File: config.mk
export PLATFORM = sky130hd
export DESIGN_NAME = lsu_axi_master
export DESIGN_NICKNAME = d
export VERILOG_FILES = /design/src/rtl/lsu_axi_master.sv
export SDC_FILE = /design/constraint.sdc
export NUM_CORES = 1
export LEC_CHECK = 0
export ABC_AREA = 1
export CELL_PAD_IN_SITES_DETAIL_PLACEMENT = 0
export CELL_PAD_IN_SITES_GLOBAL_PLACEMENT = 1
export CORE_ASPECT_RATIO = 1.2
export CORE_MARGIN = 5
export CORE_UTILIZATION = 28
export DETAILED_ROUTE_END_ITERATION = 16
export GPL_ROUTABILITY_DRIVEN = 0
export PLACE_DENSITY = 0.78
export SLEW_MARGIN = 20
export SYNTH_ARGS = -nofsm -noshare
export SYNTH_HDL_FRONTEND = slang
export SYNTH_SLANG_ARGS = --single-unit
File: constraint.sdc
create_clock -name AXI_ACLK -period 1.51 [get_ports AXI_ACLK]
set_input_delay 0.302 -clock AXI_ACLK [delete_from_list [all_inputs] [get_ports AXI_ACLK]]
set_output_delay 0.302 -clock AXI_ACLK [all_outputs]
set_load 0.05 [all_outputs]
File: src/rtl/lsu_axi_master.sv
// Load/store unit bus master: turns one RV32I load/store into one AXI-lite transaction,
// placing store byte lanes and sign/zero-extending load lanes into a single-cycle response.
module lsu_axi_master #(
  parameter int AXI_AWIDTH = 10,
  parameter int AXI_DWIDTH = 32
) (
  input  logic                  AXI_ACLK,
  input  logic                  AXI_ARESET,
  input  logic                  req_valid,
  output logic                  req_ready,
  input  logic                  req_we,
  input  logic [31:0]           req_addr,
  input  logic [31:0]           req_wdata,
  input  logic [2:0]            req_funct3,
  output logic                  rsp_valid,
  output logic [31:0]           rsp_rdata,
  output logic                  rsp_err,
  output logic [AXI_AWIDTH-1:0] AXI_AWADDR,
  output logic                  AXI_AWVALID,
  input  logic                  AXI_AWREADY,
  output logic [AXI_DWIDTH-1:0] AXI_WDATA,
  output logic [3:0]            AXI_WSTRB,
  output logic                  AXI_WVALID,
  input  logic                  AXI_WREADY,
  input  logic [1:0]            AXI_BRESP,
  input  logic                  AXI_BVALID,
  output logic                  AXI_BREADY,
  output logic [AXI_AWIDTH-1:0] AXI_ARADDR,
  output logic                  AXI_ARVALID,
  input  logic                  AXI_ARREADY,
  input  logic [AXI_DWIDTH-1:0] AXI_RDATA,
  input  logic [1:0]            AXI_RRESP,
  input  logic                  AXI_RVALID,
  output logic                  AXI_RREADY
);

  typedef enum logic [2:0] {IDLE, WRITE, WRESP, RADDR, RDATA, RESP} state_t;

  state_t                  state_q, state_d;
  logic                    req_ready_q, req_ready_d;
  logic                    awvalid_q, awvalid_d, wvalid_q, wvalid_d, bready_q, bready_d;
  logic                    arvalid_q, arvalid_d, rready_q, rready_d;
  logic                    aw_done_q, aw_done_d, w_done_q, w_done_d, b_done_q, b_done_d;
  logic                    berr_q, berr_d;
  logic [AXI_AWIDTH-1:0]   addr_q, addr_d;
  logic [31:0]             wdata_q, wdata_d;
  logic [3:0]              wstrb_q, wstrb_d;
  logic [2:0]              funct3_q, funct3_d;
  logic [1:0]              off_q, off_d;
  logic                    rsp_valid_q, rsp_valid_d, rsp_err_q, rsp_err_d;
  logic [31:0]             rsp_rdata_q, rsp_rdata_d;
  logic                    accept, aw_hs, w_hs, b_hs, ar_hs, r_hs;
  logic                    unused_addr_hi;

  assign unused_addr_hi = ^req_addr[31:AXI_AWIDTH+2];

  function automatic logic bad_req(input logic we, input logic [2:0] f3, input logic [1:0] off);
    logic illegal, misaligned;
    illegal    = we ? (f3 > 3'd2) : (f3 == 3'd3 || f3 > 3'd5);
    misaligned = (f3[1:0] == 2'b01 && off[0]) || (f3[1:0] == 2'b10 && off != 2'b00);
    return illegal || misaligned;
  endfunction

  // Returns {wstrb, wdata}; data is replicated so the slave picks the lane via the strobe.
  function automatic logic [35:0] store_lanes(input logic [2:0] f3, input logic [1:0] off,
                                              input logic [31:0] wd);
    case (f3[1:0])
      2'b00:   return {4'b0001 << off, {4{wd[7:0]}}};
      2'b01:   return {(off[1] ? 4'b1100 : 4'b0011), {2{wd[15:0]}}};
      default: return {4'b1111, wd};
    endcase
  endfunction

  function automatic logic [31:0] load_extract(input logic [2:0] f3, input logic [1:0] off,
                                               input logic [31:0] rd);
    logic [31:0] s;
    s = rd >> {off, 3'b000};
    case (f3)
      3'd0:    return {{24{s[7]}}, s[7:0]};
      3'd4:    return {24'd0, s[7:0]};
      3'd1:    return {{16{s[15]}}, s[15:0]};
      3'd5:    return {16'd0, s[15:0]};
      default: return s;
    endcase
  endfunction

  always_comb begin
    state_d     = state_q;
    awvalid_d   = awvalid_q;
    wvalid_d    = wvalid_q;
    bready_d    = bready_q;
    arvalid_d   = arvalid_q;
    rready_d    = rready_q;
    aw_done_d   = aw_done_q;
    w_done_d    = w_done_q;
    b_done_d    = b_done_q;
    berr_d      = berr_q;
    addr_d      = addr_q;
    wdata_d     = wdata_q;
    wstrb_d     = wstrb_q;
    funct3_d    = funct3_q;
    off_d       = off_q;
    rsp_valid_d = 1'b0;
    rsp_err_d   = 1'b0;
    rsp_rdata_d = 32'd0;
    accept      = req_valid & req_ready_q;
    aw_hs       = awvalid_q & AXI_AWREADY;
    w_hs        = wvalid_q & AXI_WREADY;
    b_hs        = bready_q & AXI_BVALID;
    ar_hs       = arvalid_q & AXI_ARREADY;
    r_hs        = rready_q & AXI_RVALID;

    case (state_q)
      IDLE: if (accept) begin
        addr_d   = req_addr[AXI_AWIDTH+1:2];
        funct3_d = req_funct3;
        off_d    = req_addr[1:0];
        if (bad_req(req_we, req_funct3, req_addr[1:0])) begin
          state_d     = RESP;
          rsp_valid_d = 1'b1;
          rsp_err_d   = 1'b1;
        end else if (req_we) begin
          {wstrb_d, wdata_d} = store_lanes(req_funct3, req_addr[1:0], req_wdata);
          awvalid_d = 1'b1;
          wvalid_d  = 1'b1;
          bready_d  = 1'b1;
          aw_done_d = 1'b0;
          w_done_d  = 1'b0;
          b_done_d  = 1'b0;
          berr_d    = 1'b0;
          state_d   = WRITE;
        end else begin
          arvalid_d = 1'b1;
          rready_d  = 1'b1;
          state_d   = RADDR;
        end
      end
      WRITE: begin
        awvalid_d = awvalid_q & ~AXI_AWREADY;
        wvalid_d  = wvalid_q & ~AXI_WREADY;
        aw_done_d = aw_done_q | aw_hs;
        w_done_d  = w_done_q | w_hs;
        if (b_hs) begin
          bready_d = 1'b0;
          b_done_d = 1'b1;
          berr_d   = (AXI_BRESP != 2'b00);
        end
        if (aw_done_d && w_done_d) begin
          if (b_done_d) begin
            state_d     = RESP;
            rsp_valid_d = 1'b1;
            rsp_err_d   = berr_d;
          end else begin
            state_d = WRESP;
          end
        end
      end
      WRESP: if (b_hs) begin
        bready_d    = 1'b0;
        state_d     = RESP;
        rsp_valid_d = 1'b1;
        rsp_err_d   = (AXI_BRESP != 2'b00);
      end
      RADDR: begin
        arvalid_d = arvalid_q & ~AXI_ARREADY;
        if (ar_hs) state_d = RDATA;
      end
      RDATA: ;
      default: state_d = IDLE;
    endcase

    // Read data may arrive in the AR cycle (RADDR) or later (RDATA); both finish here.
    if ((state_q == RADDR && ar_hs && r_hs) || (state_q == RDATA && r_hs)) begin
      rready_d    = 1'b0;
      state_d     = RESP;
      rsp_valid_d = 1'b1;
      if (AXI_RRESP != 2'b00) rsp_err_d = 1'b1;
      else rsp_rdata_d = load_extract(funct3_q, off_q, AXI_RDATA);
    end

    req_ready_d = (state_d == IDLE);
  end

  always_ff @(posedge AXI_ACLK) begin
    if (AXI_ARESET) begin
      state_q     <= IDLE;
      req_ready_q <= 1'b1;
      awvalid_q   <= 1'b0;
      wvalid_q    <= 1'b0;
      bready_q    <= 1'b0;
      arvalid_q   <= 1'b0;
      rready_q    <= 1'b0;
      aw_done_q   <= 1'b0;
      w_done_q    <= 1'b0;
      b_done_q    <= 1'b0;
      berr_q      <= 1'b0;
      addr_q      <= '0;
      wdata_q     <= 32'd0;
      wstrb_q     <= 4'd0;
      funct3_q    <= 3'd0;
      off_q       <= 2'd0;
      rsp_valid_q <= 1'b0;
      rsp_err_q   <= 1'b0;
      rsp_rdata_q <= 32'd0;
    end else begin
      state_q     <= state_d;
      req_ready_q <= req_ready_d;
      awvalid_q   <= awvalid_d;
      wvalid_q    <= wvalid_d;
      bready_q    <= bready_d;
      arvalid_q   <= arvalid_d;
      rready_q    <= rready_d;
      aw_done_q   <= aw_done_d;
      w_done_q    <= w_done_d;
      b_done_q    <= b_done_d;
      berr_q      <= berr_d;
      addr_q      <= addr_d;
      wdata_q     <= wdata_d;
      wstrb_q     <= wstrb_d;
      funct3_q    <= funct3_d;
      off_q       <= off_d;
      rsp_valid_q <= rsp_valid_d;
      rsp_err_q   <= rsp_err_d;
      rsp_rdata_q <= rsp_rdata_d;
    end
  end

  assign req_ready   = req_ready_q;
  assign rsp_valid   = rsp_valid_q;
  assign rsp_err     = rsp_err_q;
  assign rsp_rdata   = rsp_rdata_q;
  assign AXI_AWADDR  = addr_q;
  assign AXI_ARADDR  = addr_q;
  assign AXI_AWVALID = awvalid_q;
  assign AXI_WVALID  = wvalid_q;
  assign AXI_WDATA   = wdata_q;
  assign AXI_WSTRB   = wstrb_q;
  assign AXI_BREADY  = bready_q;
  assign AXI_ARVALID = arvalid_q;
  assign AXI_RREADY  = rready_q;

endmodule

-- Word-level counts from Yosys, hierarchy flattened
Cells that the tools add are included.
- bitwise operators: 17
- shift-type cells: 2
- equal/unequal tests: 15
- reductions and logical operators: 29
- magnitude comparators: 2
- multiplexer cells: 47
- operators by type and width (operator ; count):
    32-bit one-hot mux with 4 select lines ; 1
    36-bit one-hot mux with 2 select lines ; 1
    32-bit by 5-bit >> shifter with 32-bit output ; 1
    1-bit two-way mux ; 25
    3-bit two-way mux ; 7
    1-bit one-hot mux with 2 select lines ; 8
    4-bit AND reduction ; 4
    3-bit one-hot mux with 5 select lines ; 1
    2-bit nonzero test ; 6
    1-bit AND ; 9
    3-bit by 2-bit == test with 1-bit output, second input constant ; 3
    3-bit == test, second input constant ; 3
    3-bit logical NOT ; 3
    2-bit != test, second input constant ; 4
    3-bit by 1-bit == test with 1-bit output, second input constant ; 2
    1-bit logical AND ; 6
    1-bit NOT ; 6
    1-bit one-hot mux with 3 select lines ; 2
    5-bit AND reduction ; 1
    1-bit logical OR ; 4
    4-bit two-way mux ; 1
    2-bit OR reduction ; 2
    1-bit by 2-bit << shifter with 4-bit output, first input constant ; 1
    3-bit by 2-bit greater-than comparator with 1-bit output, second input constant ; 1
    9 further kinds ; 10
- bits in registers: 98
- input bits: 112
- output and inout port bits: 96
- logic and storage cells: 131

-- Longest topological paths before layout
Gate-level depths: netlist (run 1).
- depth in word-level cells: 9
- depth in mapped cells: 10
- gate-level depth less buffers: 9

-- Least setup slack after synthesis (run 1)
No wires, ideal clock.
- kind: flip-flop to flip-flop
- start point: reg req_ready_q (netlist: req_ready)
- end point: reg wdata_q[13] (netlist: AXI_WDATA[13])
- buffers on the path: 2
- setup time: 0.118 ns
- period minus slack after synthesis: 1.713 ns
- cell stages (with the launch flop): 8
- data required time: 1.392 ns
- data arrival time: 1.595 ns
- path slack: -0.203 ns
- cell sequence: dfxtp_1 nand2_1 nor2_8 nand3_4 inv_4 buf_6 buf_8 a21oi_2
- word-level cells in the longest chain between the ends: 2
- RTL lines (item ; line ; RTL):
    start: declaration ; 40 ; logic req_ready_q, req_ready_d;
    start signal: assignment ; 207 ; req_ready_q <= req_ready_d;
    1-bit AND ; 106 ; accept = req_valid & req_ready_q;
    4-bit AND reduction (no source line) ; - ;
    end signal: assignment ; 218 ; wdata_q <= wdata_d;
    end: declaration ; 46 ; logic [31:0] wdata_q, wdata_d;
No other way between the ends.
A chain may end at the register's enable or synchronous reset.

-- Final worst setup path (run 1)
- start point: in req_valid
- end point: reg wdata_q[23] (netlist: AXI_WDATA[23])
- word-level cells in the longest chain between the ends: 2
- RTL lines (item ; line ; RTL):
    start: declaration ; 9 ; input logic req_valid,
    1-bit AND ; 106 ;
    4-bit AND reduction (no source line) ; - ;
No other way between the ends.

==> results of run 1 <==
==> metal layers <==
layer  track usage [%]  vias to the layer above
li1                  -                     2510
met1              18.8                     2146
met2              28.6                      184
met3              6.66                       23
met4              6.76                        0
met5                 0                        -
==> registers in the layout, indices dropped and copies added, names as in the netlist, 2 cells and up <==
| register | cells |
|---|---|
| AXI_WDATA | 32 |
| rsp_rdata | 32 |
| AXI_ARADDR | 10 |
| AXI_WSTRB | 4 |
| funct3_q | 3 |
| state_q | 3 |
| off_q | 2 |
==> power groups by stage <==
| stage | clock, uW | sequential (uW) | combinational (uW) |
|---|---|---|---|
| final | 2330 | 3040 | 3740 |
| after global routing | 2510 | 3060 | 4040 |
| after CTS | 2410 | 3030 | 3750 |
| after detailed placement | 0 | 3090 | 3730 |
| after global placement | 0 | 3080 | 3720 |
| after floorplan | 0 | 3450 | 1530 |
==> Yosys cell counts, types with 2 or more instances <==
cell and n:
clkbuf_1 14, nor3_1 2, inv_4 2, nand3_4 2, buf_2 7, inv_1 31
nor2_1 137, buf_4 14, o21ai_1 20, o21ai_0 55, a21oi_2 12, nand3_1 36
dfxtp_1 98, buf_6 4, nand2_1 147, a21oi_1 37, mux2i_1 7, inv_2 3
nand2_2 4
==> metrics by stage <==
stage / util [%] / setup slack, ps / power [uW] / hold WS, ps
final: 50.8 / 65.2 / 9110 / 467
after global routing: 50.8 / -29.7 / 9610 / 512
after CTS: 50.5 / 4.26 / 9190 / 466
after detailed placement: 48.6 / -420 / 6820 / 455
after global placement: 48.6 / -413 / 6800 / 458
after floorplan: - / 5.89 / 4990 / 380
==> worst max-delay path: cells and delay by family <==
kind	cells	cell delay [ps]
AND/OR/NAND/NOR	4	520
AO/OA/AOI/OAI	1	220
buffers and inverters	2	650
==> kinds of logic (layout without fill, tap and decap cells) <==
group	count (synthesis)	count (layout)	synth area share, %
other	0	1	0
buffers and inverters	79	306	8.97
DFF	98	98	43.4
and+or+nand+nor	333	333	30.5
AOI/OAI and AO/OA	128	128	15.6
muxes	7	7	1.55
==> final cells by class <==
class / instances / area share [%]
timing repair buffer: 253 / 40.2
multi-input combinational: 468 / 26.9
sequential: 98 / 24.2
tap: 212 / 3.26
clock buffer: 11 / 2.86
inverter: 37 / 1.77
clock inverter: 5 / 0.784
antenna: 1 / 0.0307
==> worst paths after layout <==
path / from / to / slack [ps] / depth (start not counted)
min: berr_q / berr_q / 470 / 2
max reg2reg: state_q[1] / req_ready / 90 / 8
min reg2reg: berr_q / berr_q / 470 / 2
max: req_valid / AXI_WDATA[23] / 70 / 7
==> repair_timing <==
action / CTS / global route
setup buffers: 0 / 1
gates resized for setup: 5 / 16
endpoints found under the setup margin: 4 / 60
pin swaps: 0 / 2
==> results.py, run 1 <==
metrics = {
    "layout": {
        "layout_common_cells": "146 x nand2_1, 135 x nor2_1, 93 x dfxtp_1, 91 x buf_12, 88 x clkdlybuf4s50_1",
        "syn_to_final_growth_pct": 80.1,
        "finalNetCount": 979,
        "final_cells": 1085,
        "fillers": 1558,
        "drive_gt1_share_pct": 25.0,
        "multi_input_area_sq_um": 2190,
        "mostFrequentLayoutCell": "nand2_1",
        "fin_area_sq_um": 8140,
        "regArea_sq_um": 1970,
    },
    "route": {
        "met1_length_mm": 6.14,
        "routed-wl-met3_mm": 1.63,
        "wire_per_inst_um": 14.5,
        "vias": 4863,
        "drtIter0Drc": 235,
        "first_pass_iters": 5,
        "vias_per_cell": 4.48,
        "route.detailed.drc": 0,
        "wl_mm": 15.8,
        "dr.max_layer_used": "met4",
        "wl_met2_mm": 7.61,
        "antenna_left": 0,
    },
    "power_and_ir_drop": {
        "seqPwrFrac_pct": 33.3,
        "power.internal_uw": 5800,
        "p_sw_uw": 3300,
        "p_leak_uw": 0.00350,
        "clkPwrFrac_pct": 25.6,
        "pwr_density_cell_nw_per_um2": 1120,
        "pwr-share-comb_pct": 41.0,
        "ir_worst_vdd_mv": 0.491,
        "p_sw_share_pct": 36.3,
    },
    "floorplan": {
        "die_h_um": 149,
        "initial_utilization_pct": 28.2,
        "coreArea_sq_um": 16000,
        "io_pins": 208,
        "die_area_sq_um": 18800,
        "num_rows": 51,
        "die_w_um": 126,
    },
    "clocking": {
        "cts.sinks": 98,
        "insertion_delay_ps": 340,
        "htreeDepth": 3,
        "holdBufCountCts": 0,
        "clk_root_buffer_cell": "clkbuf_16",
        "cts_buffers": 9,
        "cts_tree": "yes",
        "cts_max_path_buffers": 2,
        "clkTransAtPathRegs_ps": 70,
    },
    "global_route": {
        "grt_max_degree": 55,
        "grt_pass1_vias": 4770,
        "grt_pass1_wl_mm": 24.8,
        "grt_usage_pct": 16.8,
        "overflow": 0,
        "antenna_found_initial": 1,
    },
    "timing": {
        "worst_slew_pin_slew_ps": 297,
        "finalHoldViolCount": 0,
        "slew_headroom_pct": 79.8,
        "fin_worst_skew_ps": 6.31,
        "fin_setup_tns_ps": 0,
        "slew_viol_final": 0,
        "setup_viol": 0,
        "fmax_ghz": 0.692,
        "rsz0062_at_grt": "yes",
        "period_share_pct": 95.7,
        "finalCriticalPeriod_ps": 1440,
    },
    "placement": {
        "placed_area_sq_um": 7780,
        "dp.cells": 1067,
        "io_buffer_count": 187,
        "hpwlAfterDp_mm": 12.5,
    },
    "synth": {
        "yosys.area.top_type": "dfxtp_1",
        "ys_seq_area_share_pct": 43.4,
        "ys_types": 32,
        "mappedNetlistNets": 757,
        "synth_ff_type": "dfxtp_1",
        "syn_inst": 645,
        "netlist_area_sq_um": 4520,
        "synth_area_leaders": "dfxtp_1 43%, nand2_1 12%, nor2_1 11%, o21ai_0 6.1%, a21oi_1 4.1%",
        "async_flop_share_pct": 0,
        "yosys_warnings": 0,
        "synth_seq_cells": 98,
        "avgSynthCellArea_sq_um": 7.01,
        "synth_edf_count": 0,
        "synth.top_cell.area_share_pct": 43.4,
    },
    "critical_path": {
        "endpoint_kind": "flop",
        "startpoint_type": "input pin",
        "cp_slowest_cell": "clkdlybuf4s50_1",
        "crit_type": "in -> reg",
        "cp_cell_sequence": "clkdlybuf4s50_1, nand2_1, nor2_8, nand3_1, buf_4, o21ai_0, nor2_1",
        "required_ps": 1750,
        "slowest_delay_ps": 460,
        "cp_max_fo": 13,
        "arrival_ps": 1690,
    },
    "hold_path": {
        "hold_path.class": "reg -> reg",
    },
    "run": {
        "maxCapViolCount": 0,
    },
    "status": {
        "status": "finished clean",
    },
}
Power figures use the tool's default switching activity.
==> run 2: changes to the inputs <==
--- a/config.mk
+++ b/config.mk
@@ -14,6 +14,7 @@
 export DETAILED_ROUTE_END_ITERATION = 16
 export GPL_ROUTABILITY_DRIVEN = 0
 export PLACE_DENSITY = 0.78
+export REMOVE_ABC_BUFFERS = 1
 export SLEW_MARGIN = 20
 export SYNTH_ARGS = -nofsm -noshare
 export SYNTH_HDL_FRONTEND = slang
==> run 2 against run 1 <==
Compared with the run above:
- worst hold slack worse by 0.89 ps
- worst setup slack better by 42 ps
- core utilization is 1.3 points lower
- cell count is 0.55% lower
- clock power is 12% lower
- power is 4.3% lower
- combinational power is 3% lower
- via count is 1.9% lower
- register-to-register slack better by 20 ps
- wire length is 6.2% lower
- largest cell class unchanged
- largest power group unchanged
==> results.py, run 2 (synthesized netlist as in run 1, its figures left out) <==
metrics = {
    "critical_path": {
        "arrival_ps": 1640,
        "r2r_start": "state_q[0]",
        "reg2reg_to": "AXI_WDATA[17]",
        "cpMostUsedCell": "buf_4",
        "cp_slowest_cell": "clkdlybuf4s50_1",
        "cp_max_fo": 7,
        "startpoint_type": "input pin",
        "endpoint_kind": "flop",
        "r2r_slack_ps": 110,
        "crit_end": "AXI_WDATA[17]",
        "crit_type": "in -> reg",
        "startpoint": "req_valid",
        "rr_worst_depth": 7,
        "slowest_delay_ps": 460,
        "required_ps": 1750,
        "cp_cell_sequence": "clkdlybuf4s50_1, nand2_1, buf_4, nor2_8, nand3_2, buf_4, o21ai_0, nor2_1",
    },
    "route": {
        "met1_length_mm": 6.19,
        "antenna_left": 0,
        "dr.max_layer_used": "met4",
        "wl_mm": 14.8,
        "wl_met2_mm": 7.16,
        "first_pass_iters": 4,
        "drtIter0Drc": 269,
        "route.detailed.drc": 0,
        "routed-wl-met3_mm": 1.12,
        "vias_per_cell": 4.42,
        "wire_per_inst_um": 13.7,
        "vias": 4772,
    },
    "run": {
        "maxCapViolCount": 0,
    },
    "timing": {
        "finalHoldViolCount": 0,
        "fmax_ghz": 0.713,
        "slew_headroom_pct": 78.2,
        "slew_viol_final": 0,
        "period_share_pct": 92.9,
        "fin_setup_tns_ps": 0,
        "finalCriticalPeriod_ps": 1400,
        "setup_viol": 0,
        "whs_ps": 466,
        "fin_worst_skew_ps": 4.97,
        "worst_slew_pin_slew_ps": 324,
    },
    "power_and_ir_drop": {
        "pwr-share-comb_pct": 41.8,
        "clkPwrFrac_pct": 23.6,
        "p_sw_share_pct": 36.4,
        "p_leak_uw": 0.00343,
        "power.internal_uw": 5540,
        "ir_worst_vdd_mv": 0.626,
        "seqPwrFrac_pct": 34.7,
        "power.total_uw": 8710,
        "pwr_density_cell_nw_per_um2": 1100,
        "p_sw_uw": 3170,
    },
    "global_route": {
        "grt_pass1_vias": 4725,
        "grt_usage_pct": 16.0,
        "grt_max_degree": 44,
        "grt_pass1_wl_mm": 24.1,
        "overflow": 0,
        "antenna_found_initial": 0,
    },
    "clocking": {
        "htreeDepth": 3,
        "clkTransAtPathRegs_ps": 60,
        "cts_buffers": 9,
        "cts_max_path_buffers": 2,
        "cts_resized": 0,
        "cts_setup_buffers": 0,
        "cts.sinks": 98,
        "clk_root_buffer_cell": "clkbuf_16",
        "holdBufCountCts": 0,
        "cts_tree": "yes",
        "insertion_delay_ps": 350,
    },
    "hold_path": {
        "hold_path.class": "reg -> reg",
    },
    "layout": {
        "fin_area_sq_um": 7930,
        "finalNetCount": 977,
        "mostFrequentLayoutCell": "nand2_1",
        "layout_common_cells": "146 x nand2_1, 137 x nor2_1, 97 x dfxtp_1, 90 x clkdlybuf4s50_1, 82 x buf_12",
        "fillers": 1591,
        "syn_to_final_growth_pct": 75.4,
        "drive_gt1_share_pct": 23.8,
        "n_antenna_cell": 0,
    },
    "floorplan": {
        "die_area_sq_um": 18800,
        "num_rows": 51,
        "coreArea_sq_um": 16000,
        "io_pins": 208,
        "die_h_um": 149,
        "die_w_um": 126,
        "initial_utilization_pct": 28.2,
    },
    "placement": {
        "placed_area_sq_um": 7660,
        "hpwlAfterDp_mm": 11.4,
        "io_buffer_count": 187,
    },
    "status": {
        "status": "finished clean",
    },
}
-- run 2: metrics by stage --
step,setup WS (ps),util (%),std cells
floorplan,-591,-,603
global placement,-303,47.8,1066
detailed placement,-347,47.8,1066
CTS,26.8,49.4,1079
global route,-0.557,49.5,1079
finish,108,49.5,1079
-- run 2: layout make-up --
class	instances	area, sq um	area share, %
Tap cell	212	265	3.35
Clock buffer	9	225	2.84
Timing Repair Buffer	251	3140	39.6
Clock inverter	4	22.5	0.284
Multi-Input combinational cell	468	2170	27.3
Inverter	37	144	1.81
Sequential cell	98	1960	24.8
-- run 2: power groups by stage --
stage | Clock (uW) | Sequential, uW | Combinational, uW
2_1_floorplan | 0 | 3700 | 1100
3_3_place_gp | 0 | 3080 | 3640
3_5_place_dp | 0 | 3080 | 3650
4_1_cts | 2120 | 3020 | 3670
5_1_grt | 2220 | 3050 | 3940
6_report | 2050 | 3020 | 3640
-- run 2: metal layers --
layer | track usage (%) | vias to the layer above
li1 | - | 2498
met3 | 4.94 | 19
met5 | 0 | -
met4 | 6.28 | 0
met1 | 18.7 | 2110
met2 | 27.4 | 145
-- run 2: worst min path at each step --
stage / end / start / cells past startpoint / slack [ps]
6_report: berr_q / berr_q / 2 / 470
3_3_place_gp: berr_q / berr_q / 2 / 460
2_1_floorplan: AXI_ARVALID / AXI_ARESET / 1 / 370
5_1_grt: berr_q / berr_q / 2 / 500
4_1_cts: berr_q / berr_q / 2 / 470
3_5_place_dp: berr_q / berr_q / 2 / 460
-- run 2: critical path, delay by kind of cell --
kind	cells	cell delay, ps
buf+inv	3	790
simple gates	4	380
compound gates	1	160
==> run 3: changes to the inputs <==
--- a/config.mk
+++ b/config.mk
@@ -9,11 +9,11 @@
 export CELL_PAD_IN_SITES_DETAIL_PLACEMENT = 0
 export CELL_PAD_IN_SITES_GLOBAL_PLACEMENT = 1
 export CORE_ASPECT_RATIO = 1.2
-export CORE_MARGIN = 5
-export CORE_UTILIZATION = 28
+export CORE_UTILIZATION = 29
+export CTS_BUF_LIST = sky130_fd_sc_hd__clkbuf_4 sky130_fd_sc_hd__clkbuf_8
 export DETAILED_ROUTE_END_ITERATION = 16
 export GPL_ROUTABILITY_DRIVEN = 0
-export PLACE_DENSITY = 0.78
+export PLACE_DENSITY = 0.8
 export REMOVE_ABC_BUFFERS = 1
 export SLEW_MARGIN = 20
 export SYNTH_ARGS = -nofsm -noshare
==> run 3 against run 2 <==
Compared with the run above:
- via count down 0.82%
- sequential share of layout area rose by 0.58 points
- global-route usage up 2.3 points
- largest cell class unchanged
- highest routed layer unchanged
==> results.py, run 3 (synthesized netlist as in run 1, its figures left out) <==
metrics = {
    "floorplan": {
        "coreArea_sq_um": 15100,
        "num_rows": 49,
        "die_h_um": 139,
        "die_area_sq_um": 16100,
        "io_pins": 208,
        "die_w_um": 116,
        "initial_utilization_pct": 30.0,
    },
    "critical_path": {
        "endpoint_kind": "flop",
        "cp_max_fo": 6,
        "cp_cell_sequence": "buf_4, nand3b_1, inv_1, o21ai_0, buf_4, a31oi_1",
        "cpMostUsedCell": "buf_4",
        "crit_buf_inv": 3,
        "startpoint_type": "flop",
        "cp_slowest_cell": "dfxtp_2",
        "arrival_ps": 1700,
        "crit_family": "buffers and inverters",
        "crit_type": "reg -> reg",
        "slowest_delay_ps": 350,
        "required_ps": 1820,
    },
    "timing": {
        "fin_worst_skew_ps": 7.57,
        "finalHoldViolCount": 0,
        "worst_slack_ps": 111,
        "worst_slew_pin_slew_ps": 277,
        "slew_headroom_pct": 81.4,
        "period_share_pct": 92.7,
        "slew_viol_final": 0,
        "fmax_ghz": 0.715,
        "finalCriticalPeriod_ps": 1400,
        "setup_viol": 0,
    },
    "route": {
        "drtIter0Drc": 301,
        "vias_per_cell": 4.42,
        "antenna_left": 0,
        "vias": 4733,
        "route.detailed.drc": 0,
        "wire_per_inst_um": 13.2,
        "wl_mm": 14.2,
        "first_pass_iters": 4,
    },
    "clocking": {
        "cts_max_path_buffers": 2,
        "cts_tree": "yes",
        "clk_root_buffer_cell": "clkbuf_8",
        "clkTransAtPathRegs_ps": 90,
        "cts.sinks": 98,
        "htreeDepth": 3,
        "cts_buffers": 9,
        "insertion_delay_ps": 380,
    },
    "power_and_ir_drop": {
        "p_sw_share_pct": 37.3,
        "power.internal_uw": 5190,
        "pwr-share-comb_pct": 44.6,
        "p_sw_uw": 3080,
        "seqPwrFrac_pct": 36.4,
        "ir_worst_vdd_mv": 0.567,
        "p_leak_uw": 0.00337,
        "clkPwrFrac_pct": 19.0,
        "pwr_density_cell_nw_per_um2": 1070,
    },
    "placement": {
        "placed_area_sq_um": 7550,
        "io_buffer_count": 187,
        "hpwlAfterDp_mm": 10.9,
        "pre_cts_ws_ps": -336,
    },
    "layout": {
        "fin_area_sq_um": 7760,
        "regArea_sq_um": 1970,
        "fillers": 1473,
        "mostFrequentLayoutCell": "nand2_1",
        "n_antenna_cell": 0,
        "multi_input_area_sq_um": 2180,
        "drive_gt1_share_pct": 24.2,
        "layout_common_cells": "146 x nand2_1, 136 x nor2_1, 95 x dfxtp_1, 91 x clkdlybuf4s50_1, 87 x buf_4",
        "syn_to_final_growth_pct": 71.7,
        "finalNetCount": 978,
    },
    "global_route": {
        "grt_pass1_wl_mm": 23.1,
        "grt_max_degree": 43,
        "overflow": 0,
        "antenna_found_initial": 0,
        "grt_pass1_vias": 4620,
        "grt_usage_pct": 18.3,
    },
    "hold_path": {
        "hold_path.class": "reg -> reg",
    },
    "run": {
        "maxCapViolCount": 0,
    },
    "status": {
        "status": "finished clean",
    },
}
run 3: cell types whose count changed in the layout (fill, tap and decap cells not counted), moves of 2 or more:
cell and delta:
nand2_4 +2, dfxtp_1 -2, buf_4 +9, o21ai_1 -2
dfxtp_2 +2, buf_12 -8, clkbuf_8 +11, clkbuf_16 -9
clkinv_2 -3, o21ai_0 +2, clkbuf_4 +2, nand2_2 -2
run 3: layout make-up:
type	count	area share, %
Tap cell	204	3.29
Sequential cell	98	25.3
Multi-Input combinational cell	468	28.1
Clock buffer	13	2.15
Inverter	37	1.85
Timing Repair Buffer	252	39.3
run 3: final timing paths:
check / from / to / slack (ps) / cells after the start
setup / recovery: state_q[1] / state_q[0] / 110 / 6
hold / removal: berr_q / berr_q / 480 / 2
setup reg to reg: state_q[1] / state_q[0] / 110 / 6
hold reg to reg: berr_q / berr_q / 480 / 2
run 3: per-layer routing:
layer	global-route usage [%]	vias to the layer above	part of all wire, %
met5	0	-	0
met2	31.1	127	49
li1	-	2502	-
met4	7.09	0	1.5
met3	4.15	13	6.4
met1	21.9	2091	43
run 3: power by group through the flow:
| stage | combinational [uW] | clock, uW | sequential (uW) |
|---|---|---|---|
| 2_1_floorplan | 1100 | 0 | 3700 |
| 3_3_place_gp | 3660 | 0 | 3060 |
| 3_5_place_dp | 3680 | 0 | 3070 |
| 4_1_cts | 3690 | 1660 | 3010 |
| 5_1_grt | 4010 | 1760 | 3040 |
| 6_report | 3690 | 1580 | 3010 |
run 3: worst min-delay path: stages, from the launching register on:
cell     delay [ps]
dfxtp_1         320
nand2_1          60
a21oi_1          50
run 3: timing repair:
action                                  4_1_cts  5_1_grt
buffers inserted                              0        1
resized for setup                             0       13
endpoints found under the setup margin        0       36
hold buffers                                  0        0
run 3: stage by stage:
stage               setup TNS (ps)  utilization, %  hold WS [ps]  total power (uW)  std cells
finish                           0            51.4           478              8280       1072
global route                 -8.64            51.4           493              8810       1072
CTS                              0            51.2           473              8360       1071
detailed placement          -19020            50.1           459              6750       1058
global placement            -17180            50.1           464              6730       1058
floorplan                   -27790               -           371              4800        603
